$ cat src/rtl/hysteresis_switch_ctl_if.sv
// Host/switch-facing signal bundle for hysteresis_switch_ctl.
// Valid/ack rule: an event is held while event_valid is high and is consumed
// at the rising edge where event_ack is high; ack while not valid is ignored.
interface hysteresis_switch_ctl_if;
  logic        cfg_write;
  logic [1:0]  cfg_select;
  logic [15:0] cfg_data;
  logic        output_value;
  logic        event_ack;
  logic        clk_enable;
  logic [15:0] filter_level;
  logic [15:0] filter_period;
  logic        cfg_busy;
  logic        event_valid;
  logic        event_rising;
  logic        event_overflow;

  modport master (
    output cfg_write, cfg_select, cfg_data, output_value, event_ack,
    input  clk_enable, filter_level, filter_period, cfg_busy,
           event_valid, event_rising, event_overflow
  );

  modport slave (
    input  cfg_write, cfg_select, cfg_data, output_value, event_ack,
    output clk_enable, filter_level, filter_period, cfg_busy,
           event_valid, event_rising, event_overflow
  );
endinterface

$ cat src/rtl/hysteresis_switch_ctl.sv
// Prescaler, safe-point config commit and edge-event reporter for one
// hysteresis_switch instance. All outputs come straight from registers.
module hysteresis_switch_ctl #(
  parameter logic [15:0] RESET_LEVEL  = 16'h0008,
  parameter logic [15:0] RESET_PERIOD = 16'h0010
) (
  input logic                    clk,
  input logic                    reset_n,
  hysteresis_switch_ctl_if.slave ctl_if
);

  localparam logic [1:0] SEL_LEVEL  = 2'd0;
  localparam logic [1:0] SEL_PERIOD = 2'd1;
  localparam logic [1:0] SEL_DIV    = 2'd2;
  localparam logic [1:0] SEL_CTRL   = 2'd3;

  logic [15:0] pending_level_q, pending_level_d;
  logic [15:0] pending_period_q, pending_period_d;
  logic [15:0] level_q, level_d;
  logic [15:0] period_q, period_d;
  logic [15:0] divider_q, divider_d;
  logic [15:0] count_q, count_d;
  logic        run_q, run_d;
  logic        commit_q, commit_d;
  logic        clk_en_q, clk_en_d;
  logic        prev_q, prev_d;
  logic        armed_q, armed_d;
  logic        valid_q, valid_d;
  logic        rising_q, rising_d;
  logic        ovf_q, ovf_d;

  logic ctrl_wr;
  logic commit_set;
  logic clear_ovf;
  logic apply;
  logic edge_seen;

  assign ctrl_wr    = ctl_if.cfg_write && (ctl_if.cfg_select == SEL_CTRL);
  assign commit_set = ctrl_wr && ctl_if.cfg_data[1];
  assign clear_ovf  = ctrl_wr && ctl_if.cfg_data[2];
  assign edge_seen  = armed_q && (ctl_if.output_value != prev_q);

  // Stopped: a commit (even one arriving this cycle) applies at once.
  // Running: only an already-pending commit applies, on a strobe cycle.
  assign apply = run_q ? (commit_q && clk_en_q) : (commit_q || commit_set);

  always_comb begin
    pending_level_d  = pending_level_q;
    pending_period_d = pending_period_q;
    divider_d        = divider_q;
    run_d            = run_q;
    if (ctl_if.cfg_write) begin
      case (ctl_if.cfg_select)
        SEL_LEVEL:  pending_level_d  = ctl_if.cfg_data;
        SEL_PERIOD: pending_period_d = ctl_if.cfg_data;
        SEL_DIV:    divider_d        = ctl_if.cfg_data;
        default:    run_d            = ctl_if.cfg_data[0];
      endcase
    end
  end

  always_comb begin
    count_d  = divider_q;
    clk_en_d = 1'b0;
    if (run_q) begin
      if (count_q == 16'd0) begin
        clk_en_d = 1'b1;
      end else begin
        count_d = count_q - 16'd1;
      end
    end
  end

  always_comb begin
    level_d  = level_q;
    period_d = period_q;
    commit_d = commit_q || commit_set;
    if (apply) begin
      level_d  = pending_level_q;
      period_d = pending_period_q;
      commit_d = 1'b0;
    end
  end

  always_comb begin
    prev_d   = ctl_if.output_value;
    armed_d  = 1'b1;
    valid_d  = valid_q;
    rising_d = rising_q;
    ovf_d    = ovf_q && !clear_ovf;
    if (edge_seen && (!valid_q || ctl_if.event_ack)) begin
      valid_d  = 1'b1;
      rising_d = ctl_if.output_value;
    end else if (edge_seen) begin
      ovf_d = 1'b1;
    end else if (ctl_if.event_ack) begin
      valid_d = 1'b0;
    end
  end

  always_ff @(posedge clk) begin
    if (!reset_n) begin
      pending_level_q  <= RESET_LEVEL;
      pending_period_q <= RESET_PERIOD;
      level_q          <= RESET_LEVEL;
      period_q         <= RESET_PERIOD;
      divider_q        <= 16'd0;
      count_q          <= 16'd0;
      run_q            <= 1'b0;
      commit_q         <= 1'b0;
      clk_en_q         <= 1'b0;
      prev_q           <= 1'b0;
      armed_q          <= 1'b0;
      valid_q          <= 1'b0;
      rising_q         <= 1'b0;
      ovf_q            <= 1'b0;
    end else begin
      pending_level_q  <= pending_level_d;
      pending_period_q <= pending_period_d;
      level_q          <= level_d;
      period_q         <= period_d;
      divider_q        <= divider_d;
      count_q          <= count_d;
      run_q            <= run_d;
      commit_q         <= commit_d;
      clk_en_q         <= clk_en_d;
      prev_q           <= prev_d;
      armed_q          <= armed_d;
      valid_q          <= valid_d;
      rising_q         <= rising_d;
      ovf_q            <= ovf_d;
    end
  end

  assign ctl_if.clk_enable     = clk_en_q;
  assign ctl_if.filter_level   = level_q;
  assign ctl_if.filter_period  = period_q;
  assign ctl_if.cfg_busy       = commit_q;
  assign ctl_if.event_valid    = valid_q;
  assign ctl_if.event_rising   = rising_q;
  assign ctl_if.event_overflow = ovf_q;

endmodule
$ cat src/flat_wrapper.sv
// flat-port wrapper written by rule: the top's interface ports become plain ports
module hysteresis_switch_ctl_flat 
#(
  parameter logic [15:0] RESET_LEVEL  = 16'h0008,
  parameter logic [15:0] RESET_PERIOD = 16'h0010
)
  (clk, reset_n, ctl_if_cfg_write, ctl_if_cfg_select, ctl_if_cfg_data, ctl_if_output_value, ctl_if_event_ack, ctl_if_clk_enable, ctl_if_filter_level, ctl_if_filter_period, ctl_if_cfg_busy, ctl_if_event_valid, ctl_if_event_rising, ctl_if_event_overflow);
  hysteresis_switch_ctl_if ctl_if_i ();
  input logic clk;
  input logic reset_n;
  input wire logic [$bits(ctl_if_i.cfg_write)-1:0] ctl_if_cfg_write;
  input wire logic [$bits(ctl_if_i.cfg_select)-1:0] ctl_if_cfg_select;
  input wire logic [$bits(ctl_if_i.cfg_data)-1:0] ctl_if_cfg_data;
  input wire logic [$bits(ctl_if_i.output_value)-1:0] ctl_if_output_value;
  input wire logic [$bits(ctl_if_i.event_ack)-1:0] ctl_if_event_ack;
  output wire logic [$bits(ctl_if_i.clk_enable)-1:0] ctl_if_clk_enable;
  output wire logic [$bits(ctl_if_i.filter_level)-1:0] ctl_if_filter_level;
  output wire logic [$bits(ctl_if_i.filter_period)-1:0] ctl_if_filter_period;
  output wire logic [$bits(ctl_if_i.cfg_busy)-1:0] ctl_if_cfg_busy;
  output wire logic [$bits(ctl_if_i.event_valid)-1:0] ctl_if_event_valid;
  output wire logic [$bits(ctl_if_i.event_rising)-1:0] ctl_if_event_rising;
  output wire logic [$bits(ctl_if_i.event_overflow)-1:0] ctl_if_event_overflow;
  assign ctl_if_i.cfg_write = ctl_if_cfg_write;
  assign ctl_if_i.cfg_select = ctl_if_cfg_select;
  assign ctl_if_i.cfg_data = ctl_if_cfg_data;
  assign ctl_if_i.output_value = ctl_if_output_value;
  assign ctl_if_i.event_ack = ctl_if_event_ack;
  assign ctl_if_clk_enable = ctl_if_i.clk_enable;
  assign ctl_if_filter_level = ctl_if_i.filter_level;
  assign ctl_if_filter_period = ctl_if_i.filter_period;
  assign ctl_if_cfg_busy = ctl_if_i.cfg_busy;
  assign ctl_if_event_valid = ctl_if_i.event_valid;
  assign ctl_if_event_rising = ctl_if_i.event_rising;
  assign ctl_if_event_overflow = ctl_if_i.event_overflow;
  hysteresis_switch_ctl #(.RESET_LEVEL(RESET_LEVEL), .RESET_PERIOD(RESET_PERIOD)) u_core (.clk(clk), .reset_n(reset_n), .ctl_if(ctl_if_i));
endmodule
$ cat config.mk
export PLATFORM = sky130hd
export DESIGN_NAME = hysteresis_switch_ctl_flat
export DESIGN_NICKNAME = d
export VERILOG_FILES = /design/src/rtl/hysteresis_switch_ctl_if.sv /design/src/rtl/hysteresis_switch_ctl.sv /design/src/flat_wrapper.sv
export SDC_FILE = /design/constraint.sdc
export NUM_CORES = 1
export LEC_CHECK = 0
export ABC_AREA = 1
export BUFFER_PORTS_ARGS = -buffer_cell sky130_fd_sc_hd__buf_4
export CORE_MARGIN = 3
export CORE_UTILIZATION = 55
export DETAILED_ROUTE_END_ITERATION = 8
export PLACE_DENSITY_LB_ADDON = 0.12
export SYNTH_ARGS = -nofsm -noshare
export SYNTH_HDL_FRONTEND = slang
export SYNTH_SLANG_ARGS = --single-unit
$ cat constraint.sdc
create_clock -name clk -period 1.7 [get_ports clk]
set_input_delay 0.17 -clock clk [delete_from_list [all_inputs] [get_ports clk]]
set_output_delay 0.17 -clock clk [all_outputs]
set_load 0.005 [all_outputs]
==> flow_summary.yaml, run 1 <==
synth:
  ys_types: 22
  yosysTopAreaCellShare_pct: 52.0
  ys_seq_area_share_pct: 52.0
  ys.warnings.count: 0
  syn-instance-count: 542
  synth_area_leader_cell: "dfxtp_1"
  synth_common_cells: "nor2_1, dfxtp_1, o21ai_0"
  synth_flop_cell: "dfxtp_1"
  synth.area.top_cells: "dfxtp_1, nor2_1, o21ai_0"
  synthArstFlopShare_pct: 0
  synth_area_um2: 4000
  synth.most_common_cell: "nor2_1"
  synth_nets: 567
  syn_avg_cell_area_um2: 7.38
  yosys_register_bits: 104
  synth-edff-count: 0
timing:
  min_period_over_period_pct: 88.9
  setup_viol: 0
  rsz0062_at_grt: "false"
  slew-limit-headroom_pct: 61.7
  hold_viol: 0
  timing.final.crit_period_ps: 1510
  fmax_mhz: 662
  drv_slew: 0
  fin_tns_setup_ps: 0
  whs_ps: 23.9
  worst_pin_slew_ps: 574
  skew_ps: 12.5
pwr:
  vdd_drop_max_mv: 0.567
  power_density_nw_per_um2: 1040
  p_leak_uw: 0.00227
die:
  dieHeight_um: 91.3
  die_area_um2: 8330
  rows: 30
  ios: 60
  core_um2: 6910
  die_x_um: 91.3
  start_util_pct: 57.9
critical_path:
  crit_buf_inv: 1
  critPathTopFamily: "simple AND/OR/NAND/NOR gates"
  cp.depth: 10
  path_class: "reg -> reg"
  path_cells: "inv_1 -> ha_1 -> nand2_1 -> nor2_2 -> nand2_1 -> nand2_1 -> nand2_1 -> nand2_1 -> nand2_1 -> nor2_1"
  start_kind: "flip-flop"
  cp_slowest_cell: "dfxtp_1"
  critical_path_required_ps: 2000
  endpoint_kind: "flip-flop"
  max_stage_delay_ps: 310
  rrSetupSlack_ps: 190
  r2r_cells: 10
  cpMostUsedCell: "nand2_1"
  arrival_ps: 1810
  cp_max_fo: 7
route:
  routed_wirelength_um: 9120
  drc: 0
  initialDrtViolationCount: 186
  vias: 3524
  dr.pass1.iters: 4
  ant_nets: 0
  viasPerCell: 5.07
  wl_per_cell_um: 13.1
global_routing:
  grt_first_pass_wirelength_um: 15500
  grt_pass1_vias: 3333
  antenna_found_initial: 0
  track_usage_pct: 22.8
  gr-total-overflow: 0
  grt_max_degree: 44
cells_and_area:
  stdcell_count: 695
  antenna_cells: 0
  drive_gt1_share_pct: 15.0
  stdcell_area_um2: 4730
  utilization_pct: 68.4
  area_growth_pct: 18.1
  finalNetCount: 619
  fillCellCount: 620
placement:
  place_area_um2: 4520
  dpl.cell_count: 679
  place_congestion: 0.893
  port_buffers: 59
  hpwl_um: 6390
status:
  status: "completed"
clock_network:
  post_cts_resized: 0
  numCtsBuffers: 9
  post-cts-setup-buffers: 0
  clockBufferDepth: 2
  hold_buffers: 0
  root_buffer: "clkbuf_8"
  numClockSinks: 104
  clk_pin_slew_ps: 90
  cts_tree: "built"
  htree_levels: 3
  clock_latency_ps: 360
min_path:
  hp-class: "in -> reg"
  min_path_cells: 3
flow_run:
  max_cap_violations: 0
## flip-flops by register name (all words and copies together) (netlist names), 16 cells and up
name and cells:
u_core.count_q 16, u_core.ctl_if.filter_level 16, u_core.ctl_if.filter_period 16, u_core.divider_q 16, u_core.pending_level_q 16, u_core.pending_period_q 16
## cells in the final DEF, fill, tap and decap left out, types with 2 or more instances in the layout
master and n:
nand4_1 2, inv_1 32, nand2_1 57, a21oi_1 14
nor2_1 183, nand3_1 16, xor2_1 6, buf_4 66
dfxtp_1 104, xnor2_1 2, o21ai_1 3, o21ai_0 83
ha_1 2, clkbuf_8 9, buf_12 2, nor3_1 2
inv_6 2, nor2_2 4
## metrics by stage
step / setup WS (ps) / total power (uW)
after detailed placement: 227 / 3410
after global routing: 3.65 / 5190
final: 188 / 4930
after floorplan: 351 / 3150
after global placement: 265 / 3390
after CTS: 200 / 4950
## per-layer routing
layer	wire (um)	track usage, %	up-vias
li1	-	-	1816
met1	4120	29.4	1598
met2	4380	38.2	94
met3	424	3.07	16
met4	199	9.80	0
met5	0	0	-
## tightest hold or removal path, cell delays in order
cell     delay [ps]
buf_4           100
nand2_1          40
inv_1            40
## cells by family after synthesis
kind of cell | after synthesis | share of synthesized area [%]
and+or+nand+nor | 265 | 25.9
adders and majority gates | 2 | 0.625
AOI/OAI and AO/OA | 103 | 13.3
buffers and inverters | 60 | 6.41
xor gates and xnor gates | 8 | 1.75
DFF | 104 | 52.0
## report_power, final
part	switching [uW]	internal [uW]
Clock	859	706
Combinational	427	292
Sequential	73.3	2580
## layout make-up
| type | count | area [um^2] | area share (%) |
|---|---|---|---|
| clock inverter | 6 | 75.1 | 1.59 |
| multi-input combinational | 378 | 1660 | 35.2 |
| timing repair buffer | 68 | 536 | 11.3 |
| clock buffer | 10 | 128 | 2.70 |
| tap | 96 | 120 | 2.54 |
| inverter | 33 | 124 | 2.62 |
| sequential | 104 | 2080 | 44.0 |
## path summary, 6_finish.rpt
check / endpoint / startpoint
min reg2reg: u_core.divider_q[11]$_SDFFE_PN0P_ / u_core.divider_q[11]$_SDFFE_PN0P_
max reg2reg: u_core.count_q[12]$_SDFF_PN0_ / u_core.count_q[0]$_SDFF_PN0_
min: u_core.prev_q$_SDFF_PN0_ / ctl_if_output_value
max: u_core.count_q[12]$_SDFF_PN0_ / u_core.count_q[0]$_SDFF_PN0_
No activity file was read; power rests on OpenSTA's default activity.
==> run 2, diff against run 1 <==
- CORE_MARGIN: 3 -> default
- PLACE_DENSITY: default -> 0.77
- PLACE_DENSITY_LB_ADDON: 0.12 -> default
==> flow_summary.yaml, run 2 (same netlist as run 1, synthesis figures left out) <==
cells_and_area:
  seqCellArea_um2: 2080
  fillCellCount: 613
  utilization_pct: 68.2
  finalNetCount: 619
  area_growth_pct: 17.7
  drive_gt1_share_pct: 15.2
  multi_input_area_um2: 1670
  final_common_cell: "nor2_1"
  final_cell_mix: "nor2_1, dfxtp_1, o21ai_0"
  antenna_cells: 0
pwr:
  seq_power_share_pct: 53.8
  p_clk_share_pct: 31.9
  swShare_pct: 27.7
  share_comb_of_total_power_pct: 14.3
  power_density_nw_per_um2: 1050
  power.net_switching_uw: 1360
  vdd_drop_max_mv: 0.542
  p_leak_uw: 0.00226
  intPower_uw: 3560
clock_network:
  htree_levels: 3
  root_buffer: "clkbuf_8"
  clock_latency_ps: 360
  numCtsBuffers: 9
  clockBufferDepth: 2
  hold_buffers: 0
  numClockSinks: 104
  cts_tree: "built"
  clk_pin_slew_ps: 100
critical_path:
  path_cells: "nor2_1 -> nand2_1 -> nor2_2 -> nand2_1 -> nand2_1 -> buf_4 -> o21ai_0 -> nor2_1"
  max_stage_delay_ps: 340
  critical_path_required_ps: 2000
  rrSetupSlack_ps: 220
  worstSetupStartpoint: "u_core.count_q[9]$_SDFF_PN0_"
  crit_end: "u_core.count_q[4]$_SDFF_PN0_"
  endpoint_kind: "flip-flop"
  timing.rr.start: "u_core.count_q[9]$_SDFF_PN0_"
  start_kind: "flip-flop"
  r2r-end: "u_core.count_q[4]$_SDFF_PN0_"
  cp_slowest_cell: "dfxtp_1"
  cpMostUsedCell: "nand2_1"
  arrival_ps: 1770
  path_class: "reg -> reg"
  cp_max_fo: 20
  r2r_cells: 8
timing:
  drv_slew: 0
  setup_viol: 0
  fin_tns_setup_ps: 0
  slew-limit-headroom_pct: 62.9
  hold_viol: 0
  worst_pin_slew_ps: 556
  skew_ps: 9.42
  rsz0062_at_grt: "false"
  timing.final.crit_period_ps: 1480
  min_period_over_period_pct: 86.8
  fmax_mhz: 678
die:
  die_area_um2: 7620
  ios: 60
  start_util_pct: 57.9
  rows: 30
  die_x_um: 87.3
  core_um2: 6910
  dieHeight_um: 87.3
route:
  routed_wirelength_um: 9030
  vias: 3516
  ant_nets: 0
  drc: 0
  viasPerCell: 5.06
  dr.pass1.iters: 4
  wl_per_cell_um: 13.0
  initialDrtViolationCount: 203
status:
  status: "completed"
global_routing:
  track_usage_pct: 24.9
  grt_first_pass_wirelength_um: 14800
  antenna_found_initial: 0
  grt_pass1_vias: 3195
  grt_max_degree: 51
  gr-total-overflow: 0
min_path:
  min-delay-start: "ctl_if_output_value"
  hp-class: "in -> reg"
placement:
  hpwl_um: 6160
  port_buffers: 59
  place_congestion: 0.867
flow_run:
  max_cap_violations: 0
## run 2: power groups by stage
| stage | clock, uW | combinational [uW] | sequential, uW |
|---|---|---|---|
| floorplan | 0 | 460 | 2690 |
| global placement | 0 | 681 | 2700 |
| detailed placement | 0 | 695 | 2700 |
| CTS | 1590 | 701 | 2650 |
| global route | 1700 | 804 | 2670 |
| finish | 1570 | 705 | 2650 |
## run 2: final cells by class
type,count,share of cell area (%)
sequential,104,44.2
multi-input combinational,378,35.4
tap,96,2.55
inverter,33,2.63
clock inverter,7,1.70
clock buffer,9,2.63
timing repair buffer,68,10.8
## run 2: how the worst min path moves through the flow
stage / to / slack [ps] / depth (start not counted)
finish: u_core.prev_q$_SDFF_PN0_ / 20 / 3
global route: u_core.prev_q$_SDFF_PN0_ / 8 / 3
CTS: u_core.prev_q$_SDFF_PN0_ / 6 / 3
detailed placement: u_core.prev_q$_SDFF_PN0_ / 380 / 3
global placement: u_core.prev_q$_SDFF_PN0_ / 380 / 3
floorplan: u_core.armed_q$_DFF_P_ / 200 / 0
## run 2: through the flow
| stage | instance area, um^2 | total power (uW) | cells | worst slack, ps | hold slack, ps |
|---|---|---|---|---|---|
| 2_1_floorplan | 4000 | 3150 | 542 | 351 | 198 |
| 6_report | 4710 | 4920 | 695 | 225 | 15.2 |
| 3_3_place_gp | 4500 | 3380 | 679 | 260 | 378 |
| 5_1_grt | 4710 | 5170 | 695 | 17.5 | 8.06 |
| 4_1_cts | 4700 | 4940 | 695 | 200 | 5.60 |
| 3_5_place_dp | 4500 | 3400 | 679 | 212 | 380 |
## run 2: per-layer routing
metal  wire, um  up-vias  global-route usage [%]  share of wire, %
met5          0        -                       0                 0
met2       4410       75                    41.4                49
met4        175        0                    10.3               1.9
met3        333       12                    3.79               3.7
li1           -     1809                       -                 -
met1       4110     1620                    32.3                46
## run 2: timing repair
action / 4_1_cts / 5_1_grt
setup endpoints to repair: 0 / 1
buffers inserted: 0 / 0
resized for setup: 0 / 1
## run 2: critical path: cells and delay by family, from the launching register on
kind	cells	cell delay, ps
AND/OR/NAND/NOR	6	740
flip-flops	1	340
buffers and inverters	1	210
AO/OA/AOI/OAI	1	130
==> run 3, diff against run 2 <==
==> constraint.sdc (replaced) <==
create_clock -name clk -period 1.8 [get_ports clk]
set_input_delay 0.18 -clock clk [delete_from_list [all_inputs] [get_ports clk]]
set_output_delay 0.18 -clock clk [all_outputs]
set_load 0.02 [all_outputs]
==> flow_summary.yaml, run 3 (same netlist as run 1, synthesis figures left out) <==
critical_path:
  rrSetupSlack_ps: 280
  crit_buf_inv: 1
  path_class: "reg -> reg"
  max_stage_delay_ps: 310
  path_cells: "inv_1 -> ha_1 -> nand2_1 -> nor2_2 -> nand2_1 -> nand2_1 -> nand2_1 -> o21ai_0 -> nor2_1"
  cpMostUsedCell: "nand2_1"
  endpoint_kind: "flip-flop"
  critical_path_required_ps: 2070
  critPathTopFamily: "simple AND/OR/NAND/NOR gates"
  cp_max_fo: 7
  r2r-end: "u_core.count_q[14]$_SDFF_PN0_"
  timing.rr.start: "u_core.count_q[0]$_SDFF_PN0_"
  arrival_ps: 1780
  cp_slowest_cell: "dfxtp_1"
  start_kind: "flip-flop"
  r2r_cells: 9
cells_and_area:
  stdcell_area_um2: 4760
  finalNetCount: 620
  utilization_pct: 68.9
  drive_gt1_share_pct: 15.3
  final_cell_mix: "nor2_1, dfxtp_1, o21ai_0"
  final_common_cell: "nor2_1"
  antenna_cells: 0
  area_growth_pct: 18.9
  stdcell_count: 696
  fillCellCount: 620
pwr:
  p_total_uw: 5000
  vdd_drop_max_mv: 0.505
  power_density_nw_per_um2: 1050
  p_leak_uw: 0.00228
flow_run:
  max_cap_violations: 0
timing:
  slew-limit-headroom_pct: 63.4
  timing.final.crit_period_ps: 1520
  min_period_over_period_pct: 84.2
  fin_tns_setup_ps: 0
  setup_viol: 0
  skew_ps: 6.77
  hold_viol: 0
  fmax_mhz: 660
  rsz0062_at_grt: "false"
  worst_pin_slew_ps: 548
  drv_slew: 0
route:
  dr.pass1.iters: 5
  wl_per_cell_um: 13.0
  vias: 3608
  viasPerCell: 5.18
  initialDrtViolationCount: 234
  drc: 0
  routed_wirelength_um: 9040
  ant_nets: 0
clock_network:
  hold_buffers: 0
  root_buffer: "clkbuf_8"
  numClockSinks: 104
  cts_tree: "built"
  htree_levels: 3
  numCtsBuffers: 9
  clock_latency_ps: 370
  clk_pin_slew_ps: 100
  post-cts-setup-buffers: 0
  post_cts_resized: 0
  clockBufferDepth: 2
die:
  core_um2: 6910
  start_util_pct: 57.9
  die_area_um2: 7620
  dieHeight_um: 87.3
  ios: 60
  rows: 30
  die_x_um: 87.3
placement:
  dpl.cell_count: 680
  place_congestion: 0.895
  port_buffers: 59
  place_area_um2: 4510
  hpwl_um: 6250
global_routing:
  grt_pass1_vias: 3353
  grt_max_degree: 47
  grt_first_pass_wirelength_um: 15100
  gr-total-overflow: 0
  track_usage_pct: 25.7
  antenna_found_initial: 0
status:
  status: "completed"
min_path:
  min_path_cells: 3
  min-delay-start: "ctl_if_output_value"
  hp-class: "in -> reg"
  hold_end: "u_core.prev_q$_SDFF_PN0_"
==> run 3: cell types whose count changed in the layout (fill, tap and decap cells not counted), sizes merged <==
cell / previous run / this run
clkinv: 3 / 0
bufinv: 1 / 3
buf: 68 / 69
clkinvlp: 1 / 2
==> run 3: how the worst max path moves through the flow <==
stage                                  start                       endpoint  slack [ps]  depth (start not counted)
2_1_floorplan   u_core.count_q[0]$_SDFF_PN0_  u_core.count_q[14]$_SDFF_PN0_         450                          9
3_3_place_gp    u_core.count_q[9]$_SDFF_PN0_   u_core.count_q[3]$_SDFF_PN0_         300                          9
3_5_place_dp   u_core.count_q[12]$_SDFF_PN0_   u_core.count_q[3]$_SDFF_PN0_         290                          9
4_1_cts        u_core.count_q[12]$_SDFF_PN0_  u_core.count_q[15]$_SDFF_PN0_         280                          9
5_1_grt         u_core.count_q[0]$_SDFF_PN0_  u_core.count_q[14]$_SDFF_PN0_         100                          9
6_report        u_core.count_q[0]$_SDFF_PN0_  u_core.count_q[14]$_SDFF_PN0_         280                          9
==> run 3: stage by stage <==
stage          hold slack [ps]  worst slack [ps]
2_1_floorplan              208               451
3_5_place_dp               396               287
5_1_grt                   22.3               100
4_1_cts                   2.42               284
3_3_place_gp               388               300
6_report                  13.2               284
==> run 3: area by class of cell <==
type                       instances  area (um^2)  share of cell area [%]
timing repair buffer              69          518                    10.9
clock buffer                       9          124                    2.60
multi-input combinational        378         1660                    34.9
tap                               96          120                    2.52
clock inverter                     7          128                    2.68
inverter                          33          124                    2.60
sequential                       104         2080                    43.8
==> run 3: power breakdown <==
part           leakage [uW]  internal [uW]  switching, uW
logic               0.00131            273            450
registers          0.000850           2430           72.1
clock network      0.000120            942            829
total               0.00228           3650           1350
==> run 3: worst min-delay path: stages <==
cell     delay (ps)
buf_4           100
nand2_1          40
inv_1            40
==> run 3: layer usage <==
| metal | GRT usage, % | up-vias | share of wire (%) |
|---|---|---|---|
| li1 | - | 1815 | - |
| met1 | 31.9 | 1679 | 44 |
| met2 | 43.4 | 97 | 49 |
| met3 | 3.79 | 17 | 4.1 |
| met4 | 12.8 | 0 | 2.2 |
| met5 | 0 | - | 0 |
